File: config.mk
export PLATFORM = sky130hd
export DESIGN_NAME = hazard_stall_ctrl
export DESIGN_NICKNAME = d
export VERILOG_FILES = /design/src/rtl/hazard_stall_ctrl_pkg.sv /design/src/rtl/hazard_stall_ctrl_md_busy_fsm.sv /design/src/rtl/hazard_stall_ctrl.sv
export SDC_FILE = /design/constraint.sdc
export NUM_CORES = 1
export LEC_CHECK = 0
export ABC_AREA = 1
export BUFFER_PORTS_ARGS = -buffer_cell sky130_fd_sc_hd__buf_2
export CAP_MARGIN = 20
export CELL_PAD_IN_SITES_DETAIL_PLACEMENT = 2
export CELL_PAD_IN_SITES_GLOBAL_PLACEMENT = 2
export CORE_AREA = 2 2 106 108
export CTS_CLUSTER_SIZE = 12
export DETAILED_ROUTE_END_ITERATION = 10
export DIE_AREA = 0 0 108 110
export PLACE_DENSITY_LB_ADDON = 0.1
export SLEW_MARGIN = 20
export SYNTH_ARGS = -nofsm -noshare
export SYNTH_HDL_FRONTEND = slang
export SYNTH_SLANG_ARGS = --single-unit
File: constraint.sdc
create_clock -name clk -period 1.9 [get_ports clk]
set_input_delay 0.095 -clock clk [delete_from_list [all_inputs] [get_ports clk]]
set_output_delay 0.095 -clock clk [all_outputs]
set_load 0.005 [all_outputs]
File: src/rtl/hazard_stall_ctrl_pkg.sv
// Shared definitions for the hazard/stall controller and the mult/div datapath.
package hazard_stall_ctrl_pkg;

    // Mult/div sequencing states
    typedef enum logic [1:0] {
        MD_IDLE = 2'd0,
        MD_MULT = 2'd1,
        MD_DIV  = 2'd2
    } md_state_e;

    // Tuse value meaning the source register is never read
    localparam logic [1:0] TUSE_NONE = 2'd3;

    // Latencies of the mult/div datapath, shared with the datapath itself
    localparam int unsigned MD_MULT_CYCLES = 5;
    localparam int unsigned MD_DIV_CYCLES  = 10;

endpackage

File: src/rtl/hazard_stall_ctrl_md_busy_fsm.sv
// Occupancy tracker for the multi-cycle mult/div unit.
// md_busy and md_done come straight from flops.
module hazard_stall_ctrl_md_busy_fsm
    import hazard_stall_ctrl_pkg::*;
#(
    parameter int unsigned MULT_CYCLES = MD_MULT_CYCLES,
    parameter int unsigned DIV_CYCLES  = MD_DIV_CYCLES,
    parameter int unsigned CNT_W       = 4
) (
    input  logic clk,
    input  logic reset,
    input  logic md_start_E,
    input  logic md_is_div_E,
    output logic md_busy,
    output logic md_done
);

    md_state_e        state_q;
    logic [CNT_W-1:0] cnt_q;
    logic             busy_q;
    logic             done_q;

    // State, down-counter and registered busy/done flags
    always_ff @(posedge clk) begin
        if (reset) begin
            state_q <= MD_IDLE;
            cnt_q   <= '0;
            busy_q  <= 1'b0;
            done_q  <= 1'b0;
        end else begin
            case (state_q)
                MD_IDLE: begin
                    if (md_start_E) begin
                        state_q <= md_is_div_E ? MD_DIV : MD_MULT;
                        cnt_q   <= md_is_div_E ? CNT_W'(DIV_CYCLES - 1)
                                               : CNT_W'(MULT_CYCLES - 1);
                        busy_q  <= 1'b1;
                        // Single-cycle latency finishes in the very next cycle
                        done_q  <= md_is_div_E ? (DIV_CYCLES == 1) : (MULT_CYCLES == 1);
                    end
                end
                MD_MULT, MD_DIV: begin
                    // Starts arriving while occupied are ignored
                    if (cnt_q != '0) begin
                        cnt_q  <= cnt_q - CNT_W'(1);
                        done_q <= (cnt_q == CNT_W'(1));
                    end else begin
                        state_q <= MD_IDLE;
                        busy_q  <= 1'b0;
                        done_q  <= 1'b0;
                    end
                end
                default: begin
                    state_q <= MD_IDLE;
                    cnt_q   <= '0;
                    busy_q  <= 1'b0;
                    done_q  <= 1'b0;
                end
            endcase
        end
    end

    assign md_busy = busy_q;
    assign md_done = done_q;

endmodule

File: src/rtl/hazard_stall_ctrl.sv
// Decode-stage hazard controller: data-dependency stalls from Tuse/Tnew,
// mult/div occupancy stalls, and a saturating stall-cycle counter.
module hazard_stall_ctrl
    import hazard_stall_ctrl_pkg::*;
#(
    parameter int unsigned MULT_CYCLES = MD_MULT_CYCLES,
    parameter int unsigned DIV_CYCLES  = MD_DIV_CYCLES,
    parameter int unsigned CNT_W       = 4
) (
    input  logic        clk,
    input  logic        reset,
    input  logic [4:0]  rs_D,
    input  logic [4:0]  rt_D,
    input  logic [1:0]  tuse_rs_D,
    input  logic [1:0]  tuse_rt_D,
    input  logic [4:0]  a3_E,
    input  logic [4:0]  a3_M,
    input  logic [1:0]  tnew_E,
    input  logic [1:0]  tnew_M,
    input  logic        md_use_D,
    input  logic        md_start_E,
    input  logic        md_is_div_E,
    output logic        stall,
    output logic        flush_E,
    output logic        md_busy,
    output logic        md_done,
    output logic [31:0] stall_count
);

    logic        data_stall;
    logic        md_stall;
    logic [31:0] stall_count_q;

    hazard_stall_ctrl_md_busy_fsm #(
        .MULT_CYCLES (MULT_CYCLES),
        .DIV_CYCLES  (DIV_CYCLES),
        .CNT_W       (CNT_W)
    ) u_md_busy_fsm (
        .clk         (clk),
        .reset       (reset),
        .md_start_E  (md_start_E),
        .md_is_div_E (md_is_div_E),
        .md_busy     (md_busy),
        .md_done     (md_done)
    );

    // Stall when a producer in E/M cannot deliver before D needs the value
    always_comb begin
        data_stall = 1'b0;
        if ((rs_D == a3_E) && (a3_E != 5'd0) && (tuse_rs_D < tnew_E)) data_stall = 1'b1;
        if ((rs_D == a3_M) && (a3_M != 5'd0) && (tuse_rs_D < tnew_M)) data_stall = 1'b1;
        if ((rt_D == a3_E) && (a3_E != 5'd0) && (tuse_rt_D < tnew_E)) data_stall = 1'b1;
        if ((rt_D == a3_M) && (a3_M != 5'd0) && (tuse_rt_D < tnew_M)) data_stall = 1'b1;
        md_stall = md_use_D & (md_start_E | md_busy);
        stall    = data_stall | md_stall;
        flush_E  = data_stall | md_stall;
    end

    // Saturating count of stalled cycles
    always_ff @(posedge clk) begin
        if (reset) begin
            stall_count_q <= '0;
        end else if (stall && (stall_count_q != 32'hFFFF_FFFF)) begin
            stall_count_q <= stall_count_q + 32'd1;
        end
    end

    assign stall_count = stall_count_q;

endmodule

==> results of run 1 <==
flip-flops by register name, indices dropped and copies added, names as in the netlist:
register / cells
stall_count: 32
u_md_busy_fsm.cnt_q: 4
u_md_busy_fsm.state_q: 2
u_md_busy_fsm.md_busy: 1
u_md_busy_fsm.md_done: 1
timing repair:
item | CTS | global route
resized for setup | 0 | 19
setup endpoints to repair | 3 | 29
buffers inserted | 1 | 0
report_power, final:
group / internal (µW) / switching, µW / leakage, µW
clock network: 257 / 344 / 0.0000479
logic: 309 / 501 / 0.00142
registers: 904 / 65.8 / 0.000326
worst register-to-register path: cells and delay by family (launching register included):
family,cells,cell delay (ps)
AOI/OAI and AO/OA,1,130
adders and majority gates,1,200
buffers and inverters,3,310
DFF,1,360
and+or+nand+nor,6,660
cell usage after synthesis, types with 2 or more instances:
cell	count
nand3b_1	4
nor2_1	55
nand3_2	3
xor2_1	17
nand2_1	140
a21boi_0	2
a21oi_1	40
inv_1	48
clkbuf_1	7
dfxtp_1	40
buf_2	4
ha_1	10
nor2_2	2
buf_6	2
xnor2_1	14
nor3_1	13
nand4_1	10
o21ai_0	9
nand3_1	43
buf_4	2
inv_2	3
worst paths after layout:
| path | slack (ps) | start | to |
|---|---|---|---|
| min reg2reg | 480 | u_md_busy_fsm.md_done | u_md_busy_fsm.md_done |
| max | 150 | stall_count[1] | stall_count[2] |
| max reg2reg | 150 | stall_count[1] | stall_count[2] |
| min | 100 | md_start_E | u_md_busy_fsm.md_done |
logic make-up after synthesis:
logic type / share of synthesized area, %
AO/OA/AOI/OAI: 9.548
flip-flops: 27.04
XOR/XNOR: 9.168
adder cells (fa/ha/maj): 4.225
buffers and inverters: 9.294
AND/OR/NAND/NOR: 40.73
routing by layer:
metal / share of wire, % / global-route usage [%] / wire, µm / vias to the layer above
met5: 0 / 0 / 0 / -
met4: 1.5 / 5.220 / 176 / 0
met3: 3.1 / 3.233 / 360 / 12
met2: 53 / 39.35 / 6111 / 48
met1: 42 / 24.07 / 4838 / 1675
li1: - / - / - / 1735
cell type report:
class	count	area, µm²	area share (%)
multi-input cells	372	1923	49.89
flip-flops and latches	40	807.0	20.93
repair buffers	111	670.6	17.40
inverters	51	191.4	4.966
well taps	140	175.2	4.544
clock buffers	5	68.82	1.785
clock inverters	3	18.77	0.4869
cells in the final DEF, fill, tap and decap left out, drive strengths merged, types with 14 or more instances in the layout:
| cell type | n |
|---|---|
| nor3 | 14 |
| nand3 | 46 |
| a21oi | 40 |
| dfxtp | 40 |
| nand2 | 142 |
| buf | 111 |
| inv | 51 |
| nor2 | 58 |
| xor2 | 17 |
| xnor2 | 14 |
stage by stage:
step                      hold slack (ps)  instances
after floorplan                     282.8        478
after detailed placement            427.0        713
after CTS                           92.51        722
final                               102.8        722
after global routing                143.5        722
after global placement              422.5        713
==> summary.md, run 1 <==
| Metric | Value |
|---|---|
| Leakage | approximately 0.0018 µW |
| Top cells by area, synth | dfxtp_1, nand2_1, nand3_1, nor2_1, a21oi_1 |
| Vias | ~3500 |
| Unique masters post-synth | 31 |
| Crit. End Element | flop |
| Crit path launch type | flop |
| ANT cells | 0 |
| Clock Sinks | 40 |
| Final Core Density | 36.04% |
| First-pass GRT wire length | ~19 mm |
| PnR Total Power | around 2400 µW |
| Routed Antenna Nets | 0 |
| Crit share post-route | between 90 and 100% |
| Total Wirelength | roughly 11 mm |
| Yosys warnings | 0 |
| Final Hold Violating Endpoints | 0 |
| Dominant synthesized flop cell | dfxtp_1 |
| # H-tree levels | 2 |
| CTS Buf Count | 5 |
| Dpl ws | between 7 and 8 ps |
| Status | completed |
| Synth Instances | about 480 |
| FILL cells | 1373 |
| Row cnt | 38 |
| DIE WIDTH | around 110 µm |
| Vias per inst | 4.806 |
| Post-Syn Area | approximately 0.0030 mm² |
| Most used cell, CP | nand2_1 |
| First-pass DRT Iterations | 4 |
| 1st-iter DRT viols | between 60 and 70 |
| WS Path Type | reg -> reg |
| CP max FO | 5 |
| DRC viols | 0 |
| Vias in the first global route | between 3000 and 4000 |
| DIE HEIGHT | 110 µm |
| Nets | around 620 |
| Avg Inst Size Synth | 6.196 µm² |
| IO Port Bufs | 68 |
| Setup violators final | 0 |
| Syn Nets | 521 |
| Setup slack after layout | between 100 and 150 ps |
| Grt total ovfl | 0 |
| Core area | 0.01070 mm² |
| Layout cell share with drive strength beyond 1 | 25.43% |
| Routability congestion estimate | 0.8407 |
| Req. time, crit path | approximately 2100 ps |
| Clock-pin slew on the worst setup and hold paths | roughly 90 ps |
| Initial antenna violation count | 0 |
| Critical path depth in cells | 11 |
| CTS Root Buffer Type | clkbuf_8 |
| Largest net degree at the start of global routing | 23 |
| Max Fclk | 0.5699 GHz |
| FF+latch count, synth | 40 |
| CP delay by family, top | simple AND/OR/NAND/NOR gates |
| Slowest-stage cell, CP | dfxtp_2 |
| Cts hold-fix bufs | 0 |
| CTS tree | yes |
| Worst vdd ir | approximately 0.00037 V |
| Tightest Pin Transition | ~330 ps |
| Io pins | slightly below 70 |
| Max Cap Violations | 0 |
| Final Max Slew Viols | 0 |
| WHS Path Cells | 4 |
| Setup TNS | 0 ps |
| Worst r2r path cells | 11 |
| PwrDens | around 620 mW/mm² |
| WP data arrival | around 2000 ps |
| Clock Skew | 11.83 ps |
| Detail Placement HPWL | roughly 9.5 mm |
| Relative slew slack | between 70% and 80% |
| Starting density of the core | 27.68% |
| Fin crit period | ~1800 ps |
| GRT Overall Usage | about a fifth |
| Crit path cell chain | ha_2, nand2_1, inv_2, nand2_1, nor3_2, nand3_2, buf_4, nand2_1, inv_2, a21oi_1, nor2_1 |
| Number of flops mapped to enable cells by yosys | 0 |
| Async S/R FF share, synth | 0% |
| Yosys top cell by area | dfxtp_1 |
| Sequential-to-total area share from yosys stat | 27.04% |
| Clock tree buffer depth | 2 |
| Max stage delay on crit path | 360 ps |
| Clock latency on the worst-skew pair | ~310 ps |
| Yosys top cell area share | around 27% |
| DIE AREA | between 0.01 and 0.015 mm² |
| Final instance area | 0.003855 mm² |
| Min-Delay Path Class | in -> reg |
| Placement Cell Area | ~0.0037 mm² |
| WL/cell | approximately 16 µm |
| Area grow syn2layout | 30.16% |
| Critical path buffer and inverter count | 3 |
No activity file was read; power rests on OpenSTA's default activity.
==> run 2: changes to the inputs <==
--- a/config.mk
+++ b/config.mk
@@ -11,9 +11,11 @@
 export CELL_PAD_IN_SITES_DETAIL_PLACEMENT = 2
 export CELL_PAD_IN_SITES_GLOBAL_PLACEMENT = 2
 export CORE_AREA = 2 2 106 108
+export CTS_BUF_LIST = sky130_fd_sc_hd__clkbuf_4 sky130_fd_sc_hd__clkbuf_8 sky130_fd_sc_hd__clkbuf_16
 export CTS_CLUSTER_SIZE = 12
 export DETAILED_ROUTE_END_ITERATION = 10
 export DIE_AREA = 0 0 108 110
+export GPL_TIMING_DRIVEN = 0
 export PLACE_DENSITY_LB_ADDON = 0.1
 export SLEW_MARGIN = 20
 export SYNTH_ARGS = -nofsm -noshare
==> run 2 against run 1 <==
Compared with the run above: wire length fell by 4.2%; global-route usage fell by 1.6 points; critical endpoint is now stall_count[24]; register-to-register slack got worse by 20 ps; highest routed layer unchanged; clock power rose by 2%; largest power group unchanged; combinational power fell by 0.9%.
==> summary.md, run 2 (synthesis results as in run 1) <==
| Metric | Value |
|---|---|
| Min-Delay Path Class | in -> reg |
| Area grow syn2layout | 27.08% |
| 1st-iter DRT viols | between 90 and 100 |
| Layout cell share with drive strength beyond 1 | between 20% and 30% |
| DIE AREA | 0.01188 mm² |
| WS Path Type | reg -> reg |
| Routability congestion estimate | around 0.81 |
| Setup violators final | 0 |
| Reg area | between 800 and 900 µm² |
| Leakage | ~0.0017 µW |
| Largest net degree at the start of global routing | 15 |
| Commonest non-fill, non-tap cell in the layout | nand2_1 |
| Crit. End Element | flop |
| Placement Cell Area | between 0.003 and 0.004 mm² |
| IO Port Bufs | 67 |
| Vias in the first global route | between 3000 and 4000 |
| # H-tree levels | 2 |
| Dpl ws | -224.1 ps |
| Final Core Density | a little over a third |
| CTS Root Buffer Type | clkbuf_8 |
| Clock Skew | between 10 and 15 ps |
| Routed Antenna Nets | 0 |
| DRC viols | 0 |
| Crit share post-route | slightly above 90% |
| Fin crit period | 1772 ps |
| Relative slew slack | between 60% and 70% |
| Final instance area | approximately 0.0038 mm² |
| Final Max Slew Viols | 0 |
| Nets | 602 |
| Max Cap Violations | 0 |
| Tightest Pin Transition | 518.5 ps |
| Final Hold Violating Endpoints | 0 |
| DIE HEIGHT | 110 µm |
| Setup slack after layout | 127.7 ps |
| Req. time, crit path | 2100 ps |
| Clock Sinks | 40 |
| Status | completed |
| Grt total ovfl | 0 |
| Core area | 0.01070 mm² |
| CTS Buf Count | 5 |
| Initial antenna violation count | 0 |
| Starting density of the core | 27.68% |
| Clock-pin slew on the worst setup and hold paths | 90 ps |
| Most frequent cells in the layout | nand2_1, buf_2, nor2_1 |
| Worst vdd ir | approximately 0.00034 V |
| Cts hold-fix bufs | 0 |
| Clock tree buffer depth | 2 |
| First-pass DRT Iterations | 4 |
| Total Wirelength | between 10 and 15 mm |
| Max reg flops | 32 |
| Area of the multi-input gates | between 0.0015 and 0.002 mm² |
| ANT cells | 0 |
| GRT Overall Usage | a little under a fifth |
| First-pass GRT wire length | 17.77 mm |
| CP max FO | 6 |
| Crit path launch type | flop |
| WL/cell | between 15 and 20 µm |
| PwrDens | around 630 mW/mm² |
| Detail Placement HPWL | just under 9 mm |
| Setup TNS | 0 ps |
| DIE WIDTH | approximately 110 µm |
| Row cnt | 38 |
| Vias per inst | roughly 4.9 |
| CTS tree | yes |
| Max Fclk | roughly 0.56 GHz |
| Clock latency on the worst-skew pair | slightly above 300 ps |
| WP data arrival | between 1500 and 2000 ps |
| Vias | ~3400 |
| FILL cells | between 1000 and 1500 |
| Io pins | 69 |
run 2: critical path, stage by stage (launching register included):
cell and delay (ps):
dfxtp_4 390, ha_2 200, nand2_1 70, inv_2 80
nand3_2 190, nor2_4 160, nand4_1 120, nor3b_2 230
nand3_1 110, nand2_1 70, nor2_1 40
run 2: power breakdown:
group          internal, µW  switching (µW)
combinational           305             499
clock                   261             351
sequential              900            72.8
run 2: timing repair:
item	4_1_cts	5_1_grt
pin swaps	1	5
endpoints found under the setup margin	34	34
gates resized for setup	14	43
setup buffers	2	5
run 2: layout make-up:
class | instances | area share [%]
inverters | 51 | 5.086
plain buffers | 15 | 2.826
repair buffers | 74 | 10.64
well taps | 140 | 4.654
clock inverters | 3 | 0.6316
multi-input cells | 372 | 51.93
clock buffers | 5 | 1.828
flip-flops and latches | 40 | 22.41
run 2: final timing paths:
check             slack [ps]  cells after the start               endpoint                   from
hold reg to reg          480                      2  u_md_busy_fsm.md_done  u_md_busy_fsm.md_done
setup / recovery         130                     10        stall_count[24]         stall_count[0]
setup reg to reg         130                     10        stall_count[24]         stall_count[0]
hold / removal           110                      4  u_md_busy_fsm.md_done             md_start_E
run 2: stage by stage:
step                      hold slack (ps)  total power (µW)  std cells
after global routing                122.3              2589        700
after detailed placement            442.1              1763        685
after global placement              423.3              1723        685
after floorplan                     282.8              1490        478
final                               105.9              2389        700
after CTS                           103.1              2409        695
run 2: per-layer routing:
| metal | vias up | wire length, µm | GRT usage [%] |
|---|---|---|---|
| met5 | - | 0 | 0 |
| met4 | 0 | 104 | 3.571 |
| met3 | 8 | 383 | 3.527 |
| met2 | 48 | 5910 | 36.97 |
| met1 | 1653 | 4600 | 21.77 |
| li1 | 1695 | - | - |
